### config.mk
export PLATFORM = sky130hd
export DESIGN_NAME = spi_reg_writer
export DESIGN_NICKNAME = d
export VERILOG_FILES = /design/src/rtl/spi_reg_writer.sv
export SDC_FILE = /design/constraint.sdc
export NUM_CORES = 1
export LEC_CHECK = 0
export ABC_AREA = 1
export CAP_MARGIN = 30
export CORE_MARGIN = 2
export CORE_UTILIZATION = 35
export CTS_BUF_LIST = sky130_fd_sc_hd__clkbuf_2 sky130_fd_sc_hd__clkbuf_4 sky130_fd_sc_hd__clkbuf_8
export CTS_CLUSTER_SIZE = 10
export DETAILED_ROUTE_END_ITERATION = 7
export PLACE_DENSITY = 0.54
export SETUP_SLACK_MARGIN = 0.4
export SYNTH_ARGS = -nofsm -noshare
export SYNTH_HDL_FRONTEND = slang
export SYNTH_SLANG_ARGS = --single-unit
### constraint.sdc
create_clock -name clk -period 2 [get_ports clk]
set_clock_uncertainty 0.05 [all_clocks]
set_input_delay 0.2 -clock clk [delete_from_list [all_inputs] [get_ports clk]]
set_output_delay 0.2 -clock clk [all_outputs]
set_load 0.1 [all_outputs]
### src/rtl/spi_reg_writer.sv
// SPI mode-0 write-frame receiver that maintains the five 8-bit PWM configuration registers.
// Define SPI_READBACK_EN to build the CIPO readback shifter; otherwise cipo is tied low.
module spi_reg_writer (
    input  logic       clk,
    input  logic       rst,
    input  logic       sclk,
    input  logic       copi,
    input  logic       ncs,
    output logic       cipo,
    output logic [7:0] en_reg_out_7_0,
    output logic [7:0] en_reg_out_15_8,
    output logic [7:0] en_reg_pwm_7_0,
    output logic [7:0] en_reg_pwm_15_8,
    output logic [7:0] pwm_duty_cycle,
    output logic       frame_err
);

    typedef enum logic [1:0] {
        ST_IDLE,
        ST_ACTIVE,
        ST_OVERRUN
    } state_t;

    state_t      state, state_nxt;
    logic [4:0]  cnt, cnt_nxt;
    logic [15:0] shift_q, shift_nxt;
    logic        commit;
    logic        err_nxt;

    logic sclk_s1, sclk_s2, sclk_h;
    logic copi_s1, copi_s2, copi_h;
    logic ncs_s1, ncs_s2, ncs_h;
    logic sclk_rise, ncs_rise;
    logic settle, armed;

    always_ff @(posedge clk) begin
        if (rst) begin
            sclk_s1 <= 1'b0;
            sclk_s2 <= 1'b0;
            sclk_h  <= 1'b0;
            copi_s1 <= 1'b0;
            copi_s2 <= 1'b0;
            copi_h  <= 1'b0;
            ncs_s1  <= 1'b1;
            ncs_s2  <= 1'b1;
            ncs_h   <= 1'b1;
        end else begin
            sclk_s1 <= sclk;
            sclk_s2 <= sclk_s1;
            sclk_h  <= sclk_s2;
            copi_s1 <= copi;
            copi_s2 <= copi_s1;
            copi_h  <= copi_s2;
            ncs_s1  <= ncs;
            ncs_s2  <= ncs_s1;
            ncs_h   <= ncs_s2;
        end
    end

    assign sclk_rise = sclk_s2 & ~sclk_h;
    assign ncs_rise  = ncs_s2 & ~ncs_h;

    // The ncs preset looks like "deselected" even if the pin is low, so a frame may
    // only start once a genuine post-reset sample of ncs has been seen high.
    always_ff @(posedge clk) begin
        if (rst) begin
            settle <= 1'b0;
            armed  <= 1'b0;
        end else begin
            settle <= 1'b1;
            if (settle && ncs_s1)
                armed <= 1'b1;
        end
    end

    always_ff @(posedge clk) begin
        if (rst) begin
            state   <= ST_IDLE;
            cnt     <= 5'd0;
            shift_q <= 16'h0000;
        end else begin
            state   <= state_nxt;
            cnt     <= cnt_nxt;
            shift_q <= shift_nxt;
        end
    end

    always_comb begin
        state_nxt = state;
        cnt_nxt   = cnt;
        shift_nxt = shift_q;
        commit    = 1'b0;
        err_nxt   = 1'b0;
        case (state)
            ST_IDLE: begin
                cnt_nxt = 5'd0;
                if (armed && !ncs_s2)
                    state_nxt = ST_ACTIVE;
            end
            ST_ACTIVE: begin
                if (ncs_rise) begin
                    state_nxt = ST_IDLE;
                    if (cnt == 5'd16)
                        commit = shift_q[15] && (shift_q[14:8] <= 7'd4);
                    else if (cnt != 5'd0)
                        err_nxt = 1'b1;
                end else if (sclk_rise) begin
                    if (cnt == 5'd16) begin
                        state_nxt = ST_OVERRUN;
                    end else begin
                        shift_nxt = {shift_q[14:0], copi_h};
                        cnt_nxt   = cnt + 5'd1;
                    end
                end
            end
            ST_OVERRUN: begin
                if (ncs_rise) begin
                    state_nxt = ST_IDLE;
                    err_nxt   = 1'b1;
                end
            end
            default: state_nxt = ST_IDLE;
        endcase
    end

    always_ff @(posedge clk) begin
        if (rst) begin
            en_reg_out_7_0  <= 8'h00;
            en_reg_out_15_8 <= 8'h00;
            en_reg_pwm_7_0  <= 8'h00;
            en_reg_pwm_15_8 <= 8'h00;
            pwm_duty_cycle  <= 8'h00;
            frame_err       <= 1'b0;
        end else begin
            frame_err <= err_nxt;
            if (commit) begin
                case (shift_q[10:8])
                    3'd0:    en_reg_out_7_0  <= shift_q[7:0];
                    3'd1:    en_reg_out_15_8 <= shift_q[7:0];
                    3'd2:    en_reg_pwm_7_0  <= shift_q[7:0];
                    3'd3:    en_reg_pwm_15_8 <= shift_q[7:0];
                    3'd4:    pwm_duty_cycle  <= shift_q[7:0];
                    default: ;
                endcase
            end
        end
    end

`ifdef SPI_READBACK_EN
    logic       sclk_fall;
    logic       rb_load;
    logic [6:0] rd_addr;
    logic [7:0] rd_val;
    logic [7:0] rb_q;

    assign sclk_fall = ~sclk_s2 & sclk_h;

    // The 8th bit completes R/W and address: R/W sits in shift_q[6], the address
    // ends with the bit arriving now.
    always_comb begin
        rb_load = (state == ST_ACTIVE) && !ncs_rise && sclk_rise && (cnt == 5'd7);
        rd_addr = {shift_q[5:0], copi_h};
        case (rd_addr)
            7'd0:    rd_val = en_reg_out_7_0;
            7'd1:    rd_val = en_reg_out_15_8;
            7'd2:    rd_val = en_reg_pwm_7_0;
            7'd3:    rd_val = en_reg_pwm_15_8;
            7'd4:    rd_val = pwm_duty_cycle;
            default: rd_val = 8'h00;
        endcase
    end

    always_ff @(posedge clk) begin
        if (rst || state == ST_IDLE)
            rb_q <= 8'h00;
        else if (rb_load)
            rb_q <= shift_q[6] ? 8'h00 : rd_val;
        else if (state == ST_ACTIVE && sclk_fall && cnt >= 5'd9)
            rb_q <= {rb_q[6:0], 1'b0};
    end

    assign cipo = rb_q[7] & ~ncs_s2;
`else
    assign cipo = 1'b0;
`endif

endmodule

==> flow_metrics.py, run 1 <==
metrics = {
    "timing": {
        "fin_crit_sh_pct": 81.8,
        "fmax_mhz": 611,
        "hold_ws_ns": 0.331,
        "finalCriticalPeriod_ns": 1.64,
        "slew_viol_final": 0,
        "final.setup.tns_ns": 0,
        "slew_headroom_pct": 62.3,
        "worst_pin_slew_ns": 0.565,
        "hold_violations": 0,
        "rsz0062_at_grt": "yes",
        "setup_viol": 0,
    },
    "synth": {
        "seq_area_frac_synth_pct": 42.3,
        "synth_seq_cells": 75,
        "synthDistinctLibCells": 27,
        "ys_warn_count": 0,
        "synth_cells": 506,
        "syn_area_mm2": 0.00355,
        "synth.net_count": 516,
        "syn_avg_cell_area_um2": 7.01,
    },
    "clock_tree": {
        "cts_hold_buffers": 0,
        "numClockSinks": 75,
        "cts_max_level": 3,
        "cts-root-buf": "clkbuf_8",
        "cts_tree": "done",
        "cts_buffer_depth": 2,
        "clk_latency_ns": 0.33,
        "cts_buffers": 9,
        "clk_pin_slew_ns": 0.08,
    },
    "grt": {
        "grt_pass1_vias": 2819,
        "grt_max_degree": 63,
        "grt_pass1_wl_um": 12800,
        "grt.total_usage_pct": 14.3,
        "overflow": 0,
        "antenna_found_initial": 0,
    },
    "layout": {
        "syn_to_final_growth_pct": 28.3,
        "diodes": 0,
        "multi_input_area_mm2": 0.00152,
        "fill_cells": 1012,
        "drive_gt1_share_pct": 21.5,
        "utilization_pct": 46.3,
        "final_cell_mix": "105 x inv_1, 100 x nand2_1, 83 x nor2_1",
        "fin_area_mm2": 0.00455,
        "nets": 578,
        "seqCellArea_mm2": 0.00151,
        "layout_commonest_cell": "inv_1",
    },
    "critical_path": {
        "slowest_delay_ns": 0.33,
        "r2r_start": "state[1]",
        "required_ns": 2.19,
        "rr_worst_depth": 11,
        "crit_chain": "inv_2 > ha_4 > inv_6 > nor2_4 > nand2_4 > nor2_8 > buf_4 > clkbuf_16 > nand4_1 > nand2_1 > nor2_1",
        "endpoint_kind": "flop",
        "path_buf_inv": 4,
        "path_delay_family": "simple AND/OR/NAND/NOR gates",
        "path_class": "reg -> reg",
        "critPathLaunchType": "flop",
        "critPathSlowestCell": "dfxtp_2",
        "rr_endpoint": "en_reg_out_7_0[4]",
        "cp.arrival_ns": 1.82,
        "cp_max_fo": 8,
        "r2r_slack_ns": 0.36,
    },
    "pwr": {
        "p_per_area_mw_per_mm2": 711,
        "max-vdd-ir-drop_mv": 0.331,
        "p_leak_nw": 2.06,
    },
    "drt": {
        "viasPerCell": 4.37,
        "vias": 3079,
        "drt_iter0_drc": 143,
        "wl_per_cell_um": 11.4,
        "routed_wl_um": 8030,
        "firstDrtPassIters": 5,
        "drtAntennaViolNets": 0,
        "drc": 0,
    },
    "worst_hold_path": {
        "hp-class": "in -> reg",
        "holdPathStages": 3,
        "hold_end": "sclk_s1",
        "worstHoldStart": "sclk",
    },
    "placed_design": {
        "place_congestion": 0.803,
        "post-dp-hpwl_um": 5020,
        "placed_area_mm2": 0.00401,
        "port_buffers": 45,
    },
    "die": {
        "die-area_mm2": 0.0110,
        "die_w_um": 105,
        "initial_utilization_pct": 36.1,
        "fp-row-count": 36,
        "die_y_um": 105,
        "core_mm2": 0.00982,
        "pin_count": 47,
    },
    "run": {
        "cap_violations": 0,
    },
    "run_status": {
        "status": "finished clean",
    },
}
report_power, final:
part           leakage (nW)  total [mW]  switching, mW  internal (mW)
Combinational          1.34       0.392          0.254          0.137
Sequential            0.609        1.57         0.0320           1.53
Clock                 0.108        1.27          0.548          0.726
Total                  2.06        3.23          0.835           2.40
worst max-delay path by stage:
stage,start,end,slack (ns),depth (start not counted)
2_1_floorplan,state[1],en_reg_pwm_15_8[0],0.45,10
3_3_place_gp,state[1],pwm_duty_cycle[1],0.27,11
3_5_place_dp,state[1],pwm_duty_cycle[1],0.22,11
4_1_cts,cnt[0],cnt[3],0.40,8
5_1_grt,state[1],en_reg_pwm_15_8[7],0.29,11
6_report,state[1],en_reg_out_7_0[4],0.36,11
registers in the layout (all words and copies together) (netlist names), 2 cells and up:
name / flops
cnt: 5
en_reg_out_15_8: 8
en_reg_out_7_0: 8
en_reg_pwm_15_8: 8
en_reg_pwm_7_0: 8
pwm_duty_cycle: 8
shift_q: 16
state: 2
through the flow:
step,worst slack [ns],std cells,total power [mW]
after global routing,0.289,705,3.40
final,0.363,705,3.23
after floorplan,0.450,506,1.86
after detailed placement,0.225,672,1.93
after global placement,0.268,672,1.93
after CTS,0.403,690,3.24
synth_stat cells:
| cell | n | share of area (%) |
|---|---|---|
| ha_1 | 5 | 1.8 |
| dfxtp_1 | 75 | 42 |
| buf_6 | 5 | 1.6 |
| nand2_1 | 106 | 11 |
| nand3_4 | 5 | 2.5 |
| nand3_2 | 1 | 0.28 |
| o21ai_0 | 17 | 2.4 |
| nor2_8 | 1 | 0.56 |
| inv_2 | 5 | 0.53 |
| buf_1 | 1 | 0.11 |
| nand2_4 | 1 | 0.32 |
| nor2_4 | 2 | 0.64 |
| clkinv_1 | 1 | 0.11 |
| buf_4 | 6 | 1.3 |
| a21oi_1 | 10 | 1.4 |
| or2_2 | 2 | 0.35 |
| clkbuf_1 | 6 | 0.64 |
| xnor2_1 | 1 | 0.25 |
| inv_1 | 109 | 12 |
| nor3_4 | 3 | 1.4 |
| buf_2 | 2 | 0.28 |
| nand4_1 | 43 | 7.6 |
| nor2_1 | 86 | 9.1 |
| conb_1 | 1 | 0.11 |
| nor2_2 | 2 | 0.35 |
| nand3_1 | 9 | 1.3 |
| clkbuf_2 | 1 | 0.14 |
worst register-to-register path, cell delays in order, from the launching register on:
cell,delay (ns)
dfxtp_2,0.33
inv_2,0.08
ha_4,0.17
inv_6,0.05
nor2_4,0.09
nand2_4,0.07
nor2_8,0.17
buf_4,0.15
clkbuf_16,0.14
nand4_1,0.11
nand2_1,0.11
nor2_1,0.04
final cells by class:
type	count	share of cell area [%]
multi-input cells	295	33.4
repair buffers	72	15.5
clock buffers	10	3.03
clock inverters	5	1.71
flip-flops and latches	75	33.1
inverters	115	9.66
well taps	133	3.66
per-layer routing:
layer  part of all wire, %  GRT usage, %
met1                    46          17.8
met5                     0             0
met3                   5.4          2.37
met4                  0.60          5.14
met2                    48          25.0
cells by family (layout without fill, tap and decap cells):
kind of cell	Yosys count	count (layout)	synth area share, %
AND/OR/NAND/NOR	261	261	35.5
buffers and inverters	136	202	16.2
flip-flops	75	75	42.3
AO/OA/AOI/OAI	27	27	3.81
adder cells (fa/ha/maj)	5	5	1.76
other	1	1	0.106
XOR/XNOR	1	1	0.247
repair_timing:
item | CTS | global route
resized for setup | 4 | 22
gates cloned | 1 | 6
buffers inserted | 2 | 9
hold endpoints to repair | 0 | 0
pin swaps | 1 | 15
setup endpoints to repair | 49 | 60
No activity file was read; power rests on OpenSTA's default activity.
==> inputs of run 2 (changes only) <==
==> constraint.sdc (replaced) <==
create_clock -name clk -period 1.6 [get_ports clk]
set_clock_uncertainty 0.05 [all_clocks]
set_input_delay 0.16 -clock clk [delete_from_list [all_inputs] [get_ports clk]]
set_output_delay 0.16 -clock clk [all_outputs]
set_load 0.1 [all_outputs]
==> flow_metrics.py, run 2 (synthesis results as in run 1) <==
metrics = {
    "drt": {
        "drt_iter0_drc": 154,
        "firstDrtPassIters": 4,
        "vias": 3296,
        "routed_wl_um": 8900,
        "viasPerCell": 4.61,
        "wl_per_cell_um": 12.4,
        "drc": 0,
        "drtAntennaViolNets": 0,
    },
    "layout": {
        "nets": 587,
        "top_register": "shift_q",
        "drive_gt1_share_pct": 31.3,
        "fill_cells": 900,
        "diodes": 0,
        "fin_area_mm2": 0.00541,
        "syn_to_final_growth_pct": 52.6,
        "largest_reg_flops": 16,
        "layout_commonest_cell": "inv_1",
        "utilization_pct": 55.1,
        "final_cell_mix": "96 x inv_1, 85 x nand2_1, 78 x nor2_1",
        "fin_cells": 715,
    },
    "clock_tree": {
        "clk_latency_ns": 0.35,
        "numClockSinks": 75,
        "clk_pin_slew_ns": 0.08,
        "cts_max_level": 3,
        "cts_tree": "done",
        "cts_buffer_depth": 2,
        "cts-root-buf": "clkbuf_8",
        "cts_buffers": 9,
    },
    "timing": {
        "hold_ws_ns": 0.273,
        "fin_crit_sh_pct": 101,
        "hold_violations": 0,
        "setup_ws_ns": -0.00913,
        "finalCriticalPeriod_ns": 1.61,
        "fmax_mhz": 621,
        "rsz0062_at_grt": "yes",
        "setup_viol": 4,
        "slew_viol_final": 0,
    },
    "critical_path": {
        "cp.arrival_ns": 1.81,
        "path_delay_family": "simple AND/OR/NAND/NOR gates",
        "r2r_slack_ns": -0.009,
        "crit_start": "state[1]",
        "required_ns": 1.80,
        "critPathLaunchType": "flop",
        "path_class": "reg -> reg",
        "path_buf_inv": 4,
        "path_depth": 11,
        "slowest_delay_ns": 0.33,
        "cp_max_fo": 9,
        "endpoint_kind": "flop",
        "r2r_start": "state[1]",
        "worstSetupEndpoint": "pwm_duty_cycle[7]",
        "critPathSlowestCell": "dfxtp_2",
        "rr_worst_depth": 11,
        "crit_chain": "inv_2 > ha_4 > inv_4 > nor2_4 > nand2_4 > nor2_8 > buf_6 > clkbuf_16 > nand4_1 > nand2_1 > nor2_1",
        "rr_endpoint": "pwm_duty_cycle[7]",
    },
    "pwr": {
        "total_power_mw": 4.24,
        "p_leak_nw": 2.27,
        "max-vdd-ir-drop_mv": 0.561,
        "p_per_area_mw_per_mm2": 783,
    },
    "die": {
        "initial_utilization_pct": 36.1,
        "fp-row-count": 36,
        "die_w_um": 105,
        "die-area_mm2": 0.0110,
        "core_mm2": 0.00982,
        "die_y_um": 105,
        "pin_count": 47,
    },
    "run_status": {
        "violations": "negative setup slack",
        "status": "finished with violations",
    },
    "grt": {
        "grt_pass1_wl_um": 14300,
        "grt_max_degree": 35,
        "overflow": 0,
        "grt_pass1_vias": 3106,
        "antenna_found_initial": 0,
        "grt.total_usage_pct": 16.1,
    },
    "placed_design": {
        "post-dp-hpwl_um": 5250,
        "place_congestion": 0.796,
        "placed_area_mm2": 0.00457,
        "port_buffers": 45,
        "placedCellCount": 673,
    },
    "worst_hold_path": {
        "hp-class": "in -> reg",
    },
    "run": {
        "cap_violations": 0,
    },
}
-- run 2: changes by cell type in the layout (fill, tap and decap cells not counted), moves of 6 or more --
cell     delta
buf_6       +7
o21ai_0    -17
nand2_1    -15
inv_2       +8
nand2_2    +13
o21ai_1    +13
a21oi_1     -6
buf_12     +41
buf_4      -42
inv_1       -9
-- run 2: worst min path at each step --
| stage | startpoint | endpoint | cells past startpoint |
|---|---|---|---|
| after detailed placement | copi_s1 | copi_s2 | 2 |
| after floorplan | rst | cnt[2] | 1 |
| after global placement | sclk_s1 | sclk_s2 | 2 |
| after CTS | sclk | sclk_s1 | 3 |
| after global routing | sclk | sclk_s1 | 3 |
| final | sclk | sclk_s1 | 3 |
-- run 2: final cells by class --
class / instances / area (um2) / share of cell area, %
clock inverter: 5 / 77.6 / 1.43
sequential: 75 / 1510 / 27.9
timing repair buffer: 80 / 1370 / 25.2
tap: 133 / 166 / 3.07
clock buffer: 11 / 139 / 2.57
multi-input combinational: 295 / 1690 / 31.3
inverter: 115 / 449 / 8.30
timing repair inverter: 1 / 11.3 / 0.208
-- run 2: timing repair --
item                                    in CTS  in global routing
hold endpoints to repair                     0                  0
cloned                                       7                  3
gates resized for setup                     33                 55
hold buffers                                 0                  0
pin swaps                                    7                 31
buffers inserted                             9                  7
endpoints found under the setup margin      63                 64
-- run 2: power breakdown --
group,internal [mW],switching [mW]
clock,0.908,0.702
combinational,0.260,0.412
sequential,1.92,0.0412
-- run 2: worst min-delay path, cell delays in order --
cell and delay (ns):
clkdlybuf4s50_1 0.40, inv_1 0.05, nor2_1 0.03
-- run 2: per-layer routing --
layer / vias to the layer above / routed length [um] / global-route usage, %
li1: 1677 / - / -
met1: 1487 / 3690 / 18.4
met2: 109 / 4440 / 28.1
met3: 23 / 443 / 3.24
met4: 0 / 312 / 8.57
met5: - / 0 / 0
-- run 2: through the flow --
stage	worst slack, ns	setup TNS [ns]
5_1_grt	-0.131	-2.45
3_3_place_gp	0.0839	0
2_1_floorplan	0.169	0
4_1_cts	0.0749	0
6_report	-0.00913	-0.0226
3_5_place_dp	0.0359	0
